`src/rtl/traffic_pkg.sv`:
```
// Shared phase encoding, lamp patterns and phase-length helpers for the
// two-road intersection sequencer.
package traffic_pkg;

   typedef enum logic [2:0] {
      NS_G  = 3'd0,
      NS_Y  = 3'd1,
      AR1   = 3'd2,
      EW_G  = 3'd3,
      EW_Y  = 3'd4,
      AR2   = 3'd5,
      FLASH = 3'd6
   } phase_t;

   // Lamp patterns, bit order {R,Y,G}
   localparam logic [2:0] L_RED = 3'b100;
   localparam logic [2:0] L_YEL = 3'b010;
   localparam logic [2:0] L_GRN = 3'b001;
   localparam logic [2:0] L_OFF = 3'b000;

   // Lengths are 9 bits wide so that a full 256-tick phase is representable
   typedef struct packed {
      logic [8:0] ns_g;
      logic [8:0] ew_g;
      logic [8:0] y;
      logic [8:0] ar;
   } timing_t;

   function automatic logic [8:0] phase_len(input phase_t p, input timing_t t);
      case (p)
         NS_G:       return t.ns_g;
         EW_G:       return t.ew_g;
         NS_Y, EW_Y: return t.y;
         AR1, AR2:   return t.ar;
         default:    return 9'd1;
      endcase
   endfunction

   function automatic phase_t next_phase(input phase_t p);
      case (p)
         NS_G:    return NS_Y;
         NS_Y:    return AR1;
         AR1:     return EW_G;
         EW_G:    return EW_Y;
         EW_Y:    return AR2;
         default: return NS_G;
      endcase
   endfunction

   function automatic logic is_green(input phase_t p);
      return (p == NS_G) || (p == EW_G);
   endfunction

endpackage

```
`src/rtl/tick_gen.sv`:
```
// Free-running prescaler producing a one-cycle tick every DIV clocks
// (tick is high while the prescaler sits at DIV-1).
module tick_gen #(
   parameter int DIV = 50_000_000
) (
   input  logic clk,
   input  logic rst,
   output logic tick
);

   localparam int W = $clog2(DIV);
   localparam logic [W-1:0] LAST = W'(DIV - 1);

   logic [W-1:0] r_presc;
   logic         w_last;

   assign w_last = (r_presc == LAST);
   assign tick   = w_last;

   always_ff @(posedge clk or posedge rst) begin
      if (rst) begin
         r_presc <= '0;
      end else if (w_last) begin
         r_presc <= '0;
      end else begin
         r_presc <= r_presc + 1'b1;
      end
   end

endmodule

```
`src/rtl/traffic_phase_ctrl.sv`:
```
// Two-road traffic phase sequencer with pedestrian green shortening.
// Optional night flashing mode is compiled in with `define NIGHT_FLASH_EN.
module traffic_phase_ctrl
   import traffic_pkg::*;
#(
   parameter int TICK_DIV  = 50_000_000,
   parameter int T_NS_G    = 30,
   parameter int T_EW_G    = 15,
   parameter int T_Y       = 3,
   parameter int T_AR      = 1,
   parameter int T_PED_MIN = 5
) (
   input  logic       clk,
   input  logic       rst,
   input  logic       ped_req,
   input  logic       night,
   output logic [2:0] ns_light,
   output logic [2:0] ew_light,
   output logic [7:0] count,
   output phase_t     phase,
   output logic       ped_ack,
   output logic       tick
);

   localparam timing_t TIMING = '{
      ns_g: 9'(T_NS_G),
      ew_g: 9'(T_EW_G),
      y:    9'(T_Y),
      ar:   9'(T_AR)
   };
   localparam logic [8:0] PED_MIN  = 9'(T_PED_MIN);
   localparam logic [7:0] PED_LOAD = 8'(T_PED_MIN - 1);

   logic       w_tick;
   phase_t     r_phase;
   phase_t     w_phase_next;
   logic [7:0] r_count;
   logic [7:0] w_count_next;
   logic       r_pending;
   logic       w_pending_next;
   logic       r_ped_ack;
   logic       w_serve;
`ifdef NIGHT_FLASH_EN
   logic       r_flash_on;
   logic       w_flash_next;
`else
   logic       w_unused_night;
   assign w_unused_night = night;
`endif

   // Count loaded when entering a phase: its length minus one
   function automatic logic [7:0] load_of(input phase_t p);
      logic [8:0] len_m1;
      len_m1 = phase_len(p, TIMING) - 9'd1;
      return len_m1[7:0];
   endfunction

   tick_gen #(
      .DIV (TICK_DIV)
   ) u_tick_gen (
      .clk  (clk),
      .rst  (rst),
      .tick (w_tick)
   );

   always_ff @(posedge clk or posedge rst) begin
      if (rst) begin
         r_phase    <= NS_G;
         r_count    <= load_of(NS_G);
         r_pending  <= 1'b0;
         r_ped_ack  <= 1'b0;
`ifdef NIGHT_FLASH_EN
         r_flash_on <= 1'b0;
`endif
      end else begin
         r_phase    <= w_phase_next;
         r_count    <= w_count_next;
         r_pending  <= w_pending_next;
         r_ped_ack  <= w_serve;
`ifdef NIGHT_FLASH_EN
         r_flash_on <= w_flash_next;
`endif
      end
   end

   always_comb begin
      w_phase_next = r_phase;
      w_count_next = r_count;
      w_serve      = 1'b0;
`ifdef NIGHT_FLASH_EN
      w_flash_next = r_flash_on;
`endif
      if (w_tick) begin
`ifdef NIGHT_FLASH_EN
         if (night && (r_phase != FLASH)) begin
            w_phase_next = FLASH;
            w_count_next = 8'd0;
            w_flash_next = 1'b1;
         end else if (night) begin
            w_count_next = 8'd0;
            w_flash_next = ~r_flash_on;
         end else if (r_phase == FLASH) begin
            w_phase_next = AR2;
            w_count_next = load_of(AR2);
            w_flash_next = 1'b0;
         end else
`endif
         if (r_count == 8'd0) begin
            w_phase_next = next_phase(r_phase);
            w_count_next = load_of(next_phase(r_phase));
            w_serve      = is_green(r_phase) && r_pending;
         end else if (is_green(r_phase) && r_pending && ({1'b0, r_count} >= PED_MIN)) begin
            w_count_next = PED_LOAD;
         end else begin
            w_count_next = r_count - 8'd1;
         end
      end
   end

   // A new request on the serving cycle keeps the request pending
   assign w_pending_next = ped_req | (r_pending & ~w_serve);

   always_comb begin
      ns_light = L_RED;
      ew_light = L_RED;
      case (r_phase)
         NS_G: ns_light = L_GRN;
         NS_Y: ns_light = L_YEL;
         EW_G: ew_light = L_GRN;
         EW_Y: ew_light = L_YEL;
`ifdef NIGHT_FLASH_EN
         FLASH: begin
            ns_light = r_flash_on ? L_YEL : L_OFF;
            ew_light = r_flash_on ? L_YEL : L_OFF;
         end
`endif
         default: ;
      endcase
   end

   assign phase   = r_phase;
   assign count   = r_count;
   assign ped_ack = r_ped_ack;
   assign tick    = w_tick;

endmodule
```
`config.mk`:
```
export PLATFORM = sky130hd
export DESIGN_NAME = traffic_phase_ctrl
export DESIGN_NICKNAME = d
export VERILOG_FILES = /design/src/rtl/traffic_pkg.sv /design/src/rtl/tick_gen.sv /design/src/rtl/traffic_phase_ctrl.sv
export SDC_FILE = /design/constraint.sdc
export NUM_CORES = 1
export LEC_CHECK = 0
export CAP_MARGIN = 10
export CORE_ASPECT_RATIO = 1.4
export CORE_MARGIN = 2
export CORE_UTILIZATION = 48
export CTS_CLUSTER_DIAMETER = 120
export CTS_CLUSTER_SIZE = 8
export DETAILED_ROUTE_END_ITERATION = 12
export GPL_ROUTABILITY_DRIVEN = 0
export PLACE_DENSITY = 0.72
export SYNTH_ARGS = -nofsm -noshare
export SYNTH_HDL_FRONTEND = slang
export SYNTH_HIERARCHICAL = 1
export SYNTH_SLANG_ARGS = --single-unit
```
`constraint.sdc`:
```
create_clock -name clk -period 2.6 [get_ports clk]
set_input_delay 0.52 -clock clk [delete_from_list [all_inputs] [get_ports clk]]
set_output_delay 0.52 -clock clk [all_outputs]
set_load 0.01 [all_outputs]
```
* Word level (Yosys, flattened, before mapping)
Cells that the tools add are included.
** Operators by class
- Add/subtract/negate cells :: 3
- $lt $le $gt $ge :: 1
- Eq/ne operators :: 8
- Multiplexer cells :: 13
- Bitwise gates (word level) :: 3
- Reductions and logical operators :: 8
** Operators by type and width (number)
- 8-bit 2-to-1 mux :: 4
- 26-bit by 1-bit adder with 26-bit output (second input constant) :: 1
- 26-bit == test (second input constant) :: 1
- 26-bit 2-to-1 mux :: 1
- 8-bit by 1-bit subtractor with 8-bit output (second input constant) :: 2
- 3-bit case mux with 5 select lines :: 1
- 5-bit case mux with 3 select lines :: 1
- 3-bit case mux with 2 select lines :: 2
- 3-bit by 2-bit == test with 1-bit output (second input constant) :: 3
- 8-bit by 3-bit greater-or-equal comparator with 1-bit output (second input constant) :: 1
- 8-bit logical NOT :: 1
- 3-bit by 1-bit == test with 1-bit output (second input constant) :: 2
- 3-bit == test (second input constant) :: 2
- 3-bit logical NOT :: 2
- 3-bit 2-to-1 mux :: 2
- 1-bit logical AND :: 2
- 1-bit 2-to-1 mux :: 2
- 2-bit AND reduction :: 1
- 2-bit OR reduction :: 1
- 1-bit bitwise AND :: 1
- 1-bit logical OR :: 1
- 1-bit NOT :: 1
- 1-bit bitwise OR :: 1
** Storage, ports and cells
- Register bits :: 39

* Depth between registers and ports, before layout
- Word-level depth :: 11
- Gate-level depth with buffers :: 9
- Gate-level depth less buffers :: 8

* By module
Netlist, hierarchy kept.
** Modules (own cells, without submodules)
- tick_gen :: instances 1, cells an instance 128, area an instance 1305.0 um^2
- traffic_phase_ctrl :: instances 1, cells an instance 94, area an instance 843.3 um^2

* Worst setup path after synthesis
Ideal clock, no wire load.
- Path type :: register to register
- Start :: register u_tick_gen.r_presc[0]
- End :: register r_count[4], in the netlist count[4]
- Library setup time :: 0.060 ns
- Data arrival time :: 2.630 ns
- Setup slack :: -0.090 ns
- Stages on the path, launching flop included :: 10
- Period minus slack after synthesis :: 2.690 ns
- Cells stage by stage :: dfrtp_1 ha_1 and4b_1 nand3_1 nor4_2 clkbuf_1 clkbuf_1 inv_1 nor4_2 a211o_1
** Between the ends
- Word-level cells in the longest chain between the ends :: 1
** RTL lines
- from (decl) :: RTL line tick_gen.sv:14 : logic [W-1:0] r_presc;
- from (signal assigned) :: RTL line tick_gen.sv:26 : r_presc <= r_presc + 1'b1;
- 26-bit == test :: RTL line tick_gen.sv:17 : assign w_last = (r_presc == LAST);
- via tick :: RTL line traffic_phase_ctrl.sv:22 : output logic tick
- to (signal assigned) :: RTL line traffic_phase_ctrl.sv:69 : r_count <= load_of(NS_G);
- to (signal assigned) :: RTL line traffic_phase_ctrl.sv:77 : r_count <= w_count_next;
- to (decl) :: RTL line traffic_phase_ctrl.sv:37 : logic [7:0] r_count;
The timed path passes the listed nets, and every way through them passes these cells.
A chain may end at the register's enable or synchronous reset.

* Final worst setup path
- Start :: register u_tick_gen.r_presc[10]
- End :: output tick
** Between the ends
- Word-level cells in the longest chain between the ends :: 1
** RTL lines (RTL line)
- 26-bit == test :: tick_gen.sv:17
- to (decl) :: traffic_phase_ctrl.sv:22
Every way passes these cells.

==> summary.txt <==
# port buffers = 21
FF-to-FF End = phase[1]
Max Cap Viol = 0
Core ar. = 4274 um2
Remaining DRCs = 0
fmax = 0.4219 GHz
synth top area cells = dfrtp_1 (41%), dfstp_2 (4.9%), nor2_1 (4.5%), xor2_1 (3.7%), xnor2_1 (3.3%)
final core occ = 58.78%
sequential share of the synthesized area = 45.66%
Post-synth EDFFs = 0
outcome = completed
syn_nets = 231
vias per inst = 5.591
top-area cell type share of the netlist area = 40.77%
syn_area_per_cell = 9.677 um2
total die area = 5034 um2
mapped cell area = 2148 um2
final wirelength = 4319 um
ratio of cells with drive above 1 in the final layout = 12.90%
worst hold path depth = 1
die width = 60.54 um
Num CTS Buffers = 5
Worst path slowest cell = dfrtp_1
fillcell total = 393
CP Capture Type = primary output
Setup CP Type = reg -> out
relative slew slack = 64.73%
fin. max-slew vios = 0
clock tree buffer depth = 2
TritonCTS clock tree = built
wire per inst = 14.02 um
Initial Util = 50.26%
Crit path required time = 2.08 ns
Congestion Overflow GR = 0
PD cells = 400.2 nW/um2
Register-to-Register Path Depth = 8
Final period util = 91.15%
crit-path cells = nor4b_1 > nand3_1 > nor4_4 > dlygate4sd2_1
H-tree levels = 2
number of setup buffers added after CTS = 0
post-layout min period = 2.370 ns
startpoint types = flop
Leak = 1.100 nW
Clock Sinks = 39
Hold Crit Start = u_tick_gen/r_presc[18]
setup violators final = 0
count leader, synth = dfrtp_1
worst skew pair latency = 0.28 ns
Hold Vio Cnt, Final = 0
Yosys reg bits = 39
antenna violations before repair = 0
transition time of the tightest slew-check pin = 0.5285 ns
peak supply drop = 0.0002877 V
overall fraction of global-route tracks in use = 19.77%
Pre-antenna DRT Iters = 4
Setup TNS = 0 ns
vias in the first global route = 1769
CTS root buf = clkbuf_8
largest net degree at the start of global routing = 30
leading area contributor after synthesis = dfrtp_1
hold crit path type = reg -> reg
clock input transition at the sequential cells of the worst setup and hold paths = 0.07 ns
Die Ht = 83.16 um
Detail Route Antenna Nets = 0
post-synth cell types = 50
top post-synthesis cells by count = dfrtp_1 (35), nor2_1 (26), nand2_1 (13), o21ai_0 (13), inv_1 (10)
nets@finish = 256
ys flop type = dfrtp_1
RSZ-0062 raised after global routing = false
clock skew = 0.003462 ns
Post-synth ARST share = 100.0%
end point of the worst hold path = u_tick_gen/r_presc[18]
R2R setup slack = 0.24 ns
diode count = 0
HPWL after DPL = 3150 um
first-pass GRT wire length = 7797 um
reg-to-reg startpoint = u_tick_gen/r_presc[10]
YS warnings = 6
DRT iter0 DRCs = 90
Rows = 28
Synth Instances = 222
Vias = 1722
worst-path fanout max = 4
CP Data Arrival Time = 1.85 ns
slowest stage delay, CP = 0.43 ns
Top-Level Pins = 23
synthesis-to-finish area growth = 16.95%
==> metrics by stage <==
step,area [um2],setup slack [ns],total power [mW],std cells,hold WS (ns)
global placement,2432,0.2828,0.6352,300,0.4844
finish,2512,0.2300,1.005,308,0.4966
detailed placement,2432,0.2431,0.6353,300,0.4834
global route,2512,0.1029,1.053,308,0.5187
floorplan,2157,0.04043,0.6274,222,0.3941
CTS,2512,0.2196,1.023,308,0.4973
==> per-layer routing <==
metal,wire length (um),up-vias,track usage (%)
li1,-,860,-
met1,1792,824,22.92
met2,2273,29,33.40
met3,152,9,5.452
met4,100,0,7.708
met5,0,-,0
==> final cells by class <==
type / count / area [um2] / share of cell area [%]
timing repair buffer: 26 / 246.5 / 9.811
clock inverter: 1 / 5.005 / 0.1992
sequential: 39 / 980.9 / 39.04
multi-input combinational: 165 / 1091 / 43.43
inverter: 10 / 37.54 / 1.494
clock buffer: 7 / 76.32 / 3.038
tap: 60 / 75.07 / 2.988
==> worst max-delay path: cells and delay by family (launching register included) <==
family	cells	cell delay (ns)
buffers and inverters	1	0.31
DFF	1	0.43
and+or+nand+nor	3	0.82
==> registers in the layout, summed over array words and instances (netlist names) <==
name / flops
ped_ack: 1
phase: 3
u_tick_gen/r_presc: 26
count: 8
r_pending: 1
==> report_power, final <==
part | leakage (nW) | internal [mW] | switching, mW
Sequential | 0.511 | 0.607 | 0
Combinational | 0.547 | 0.00404 | 0.0120
Clock | 0.0422 | 0.188 | 0.195
Total | 1.10 | 0.799 | 0.207
==> cell families after synthesis <==
kind of cell / count (synthesis) / share of synthesized area [%]
multiplexers: 1 / 0.4659
AO/OA/AOI/OAI: 43 / 13.45
adder cells (fa/ha/maj): 5 / 2.912
AND/OR/NAND/NOR: 99 / 26.62
XOR/XNOR: 17 / 6.931
flip-flops: 39 / 45.66
buffers and inverters: 18 / 3.960
==> how the worst max path moves through the flow <==
| stage | cells after the start | startpoint | end | slack (ns) |
|---|---|---|---|---|
| after global placement | 7 | u_tick_gen/r_presc[10] | count[4] | 0.28 |
| final | 4 | u_tick_gen/r_presc[10] | tick | 0.23 |
| after CTS | 4 | u_tick_gen/r_presc[10] | tick | 0.22 |
| after floorplan | 9 | u_tick_gen/r_presc[0] | count[4] | 0.04 |
| after global routing | 10 | u_tick_gen/r_presc[0] | count[1] | 0.10 |
| after detailed placement | 4 | u_tick_gen/r_presc[10] | tick | 0.24 |
==> cell usage in the layout, fill, tap and decap left out, drive strengths merged, types with 6 or more instances in the layout <==
cell           instances
dfrtp                 35
nor2                  26
clkdlybuf4s50         20
o21ai                 14
nand2                 13
inv                   10
xor2                   9
nand4                  9
nand3                  8
a21oi                  8
xnor2                  8
clkbuf                 7
nor4                   7
o31ai                  6
nor3                   6
or4                    6
==> repair_timing <==
item	CTS	global route
hold buffers	0	0
gates resized for setup	1	0
endpoints found under the setup margin	1	0
Note: power is estimated with default switching activity, not from simulation.
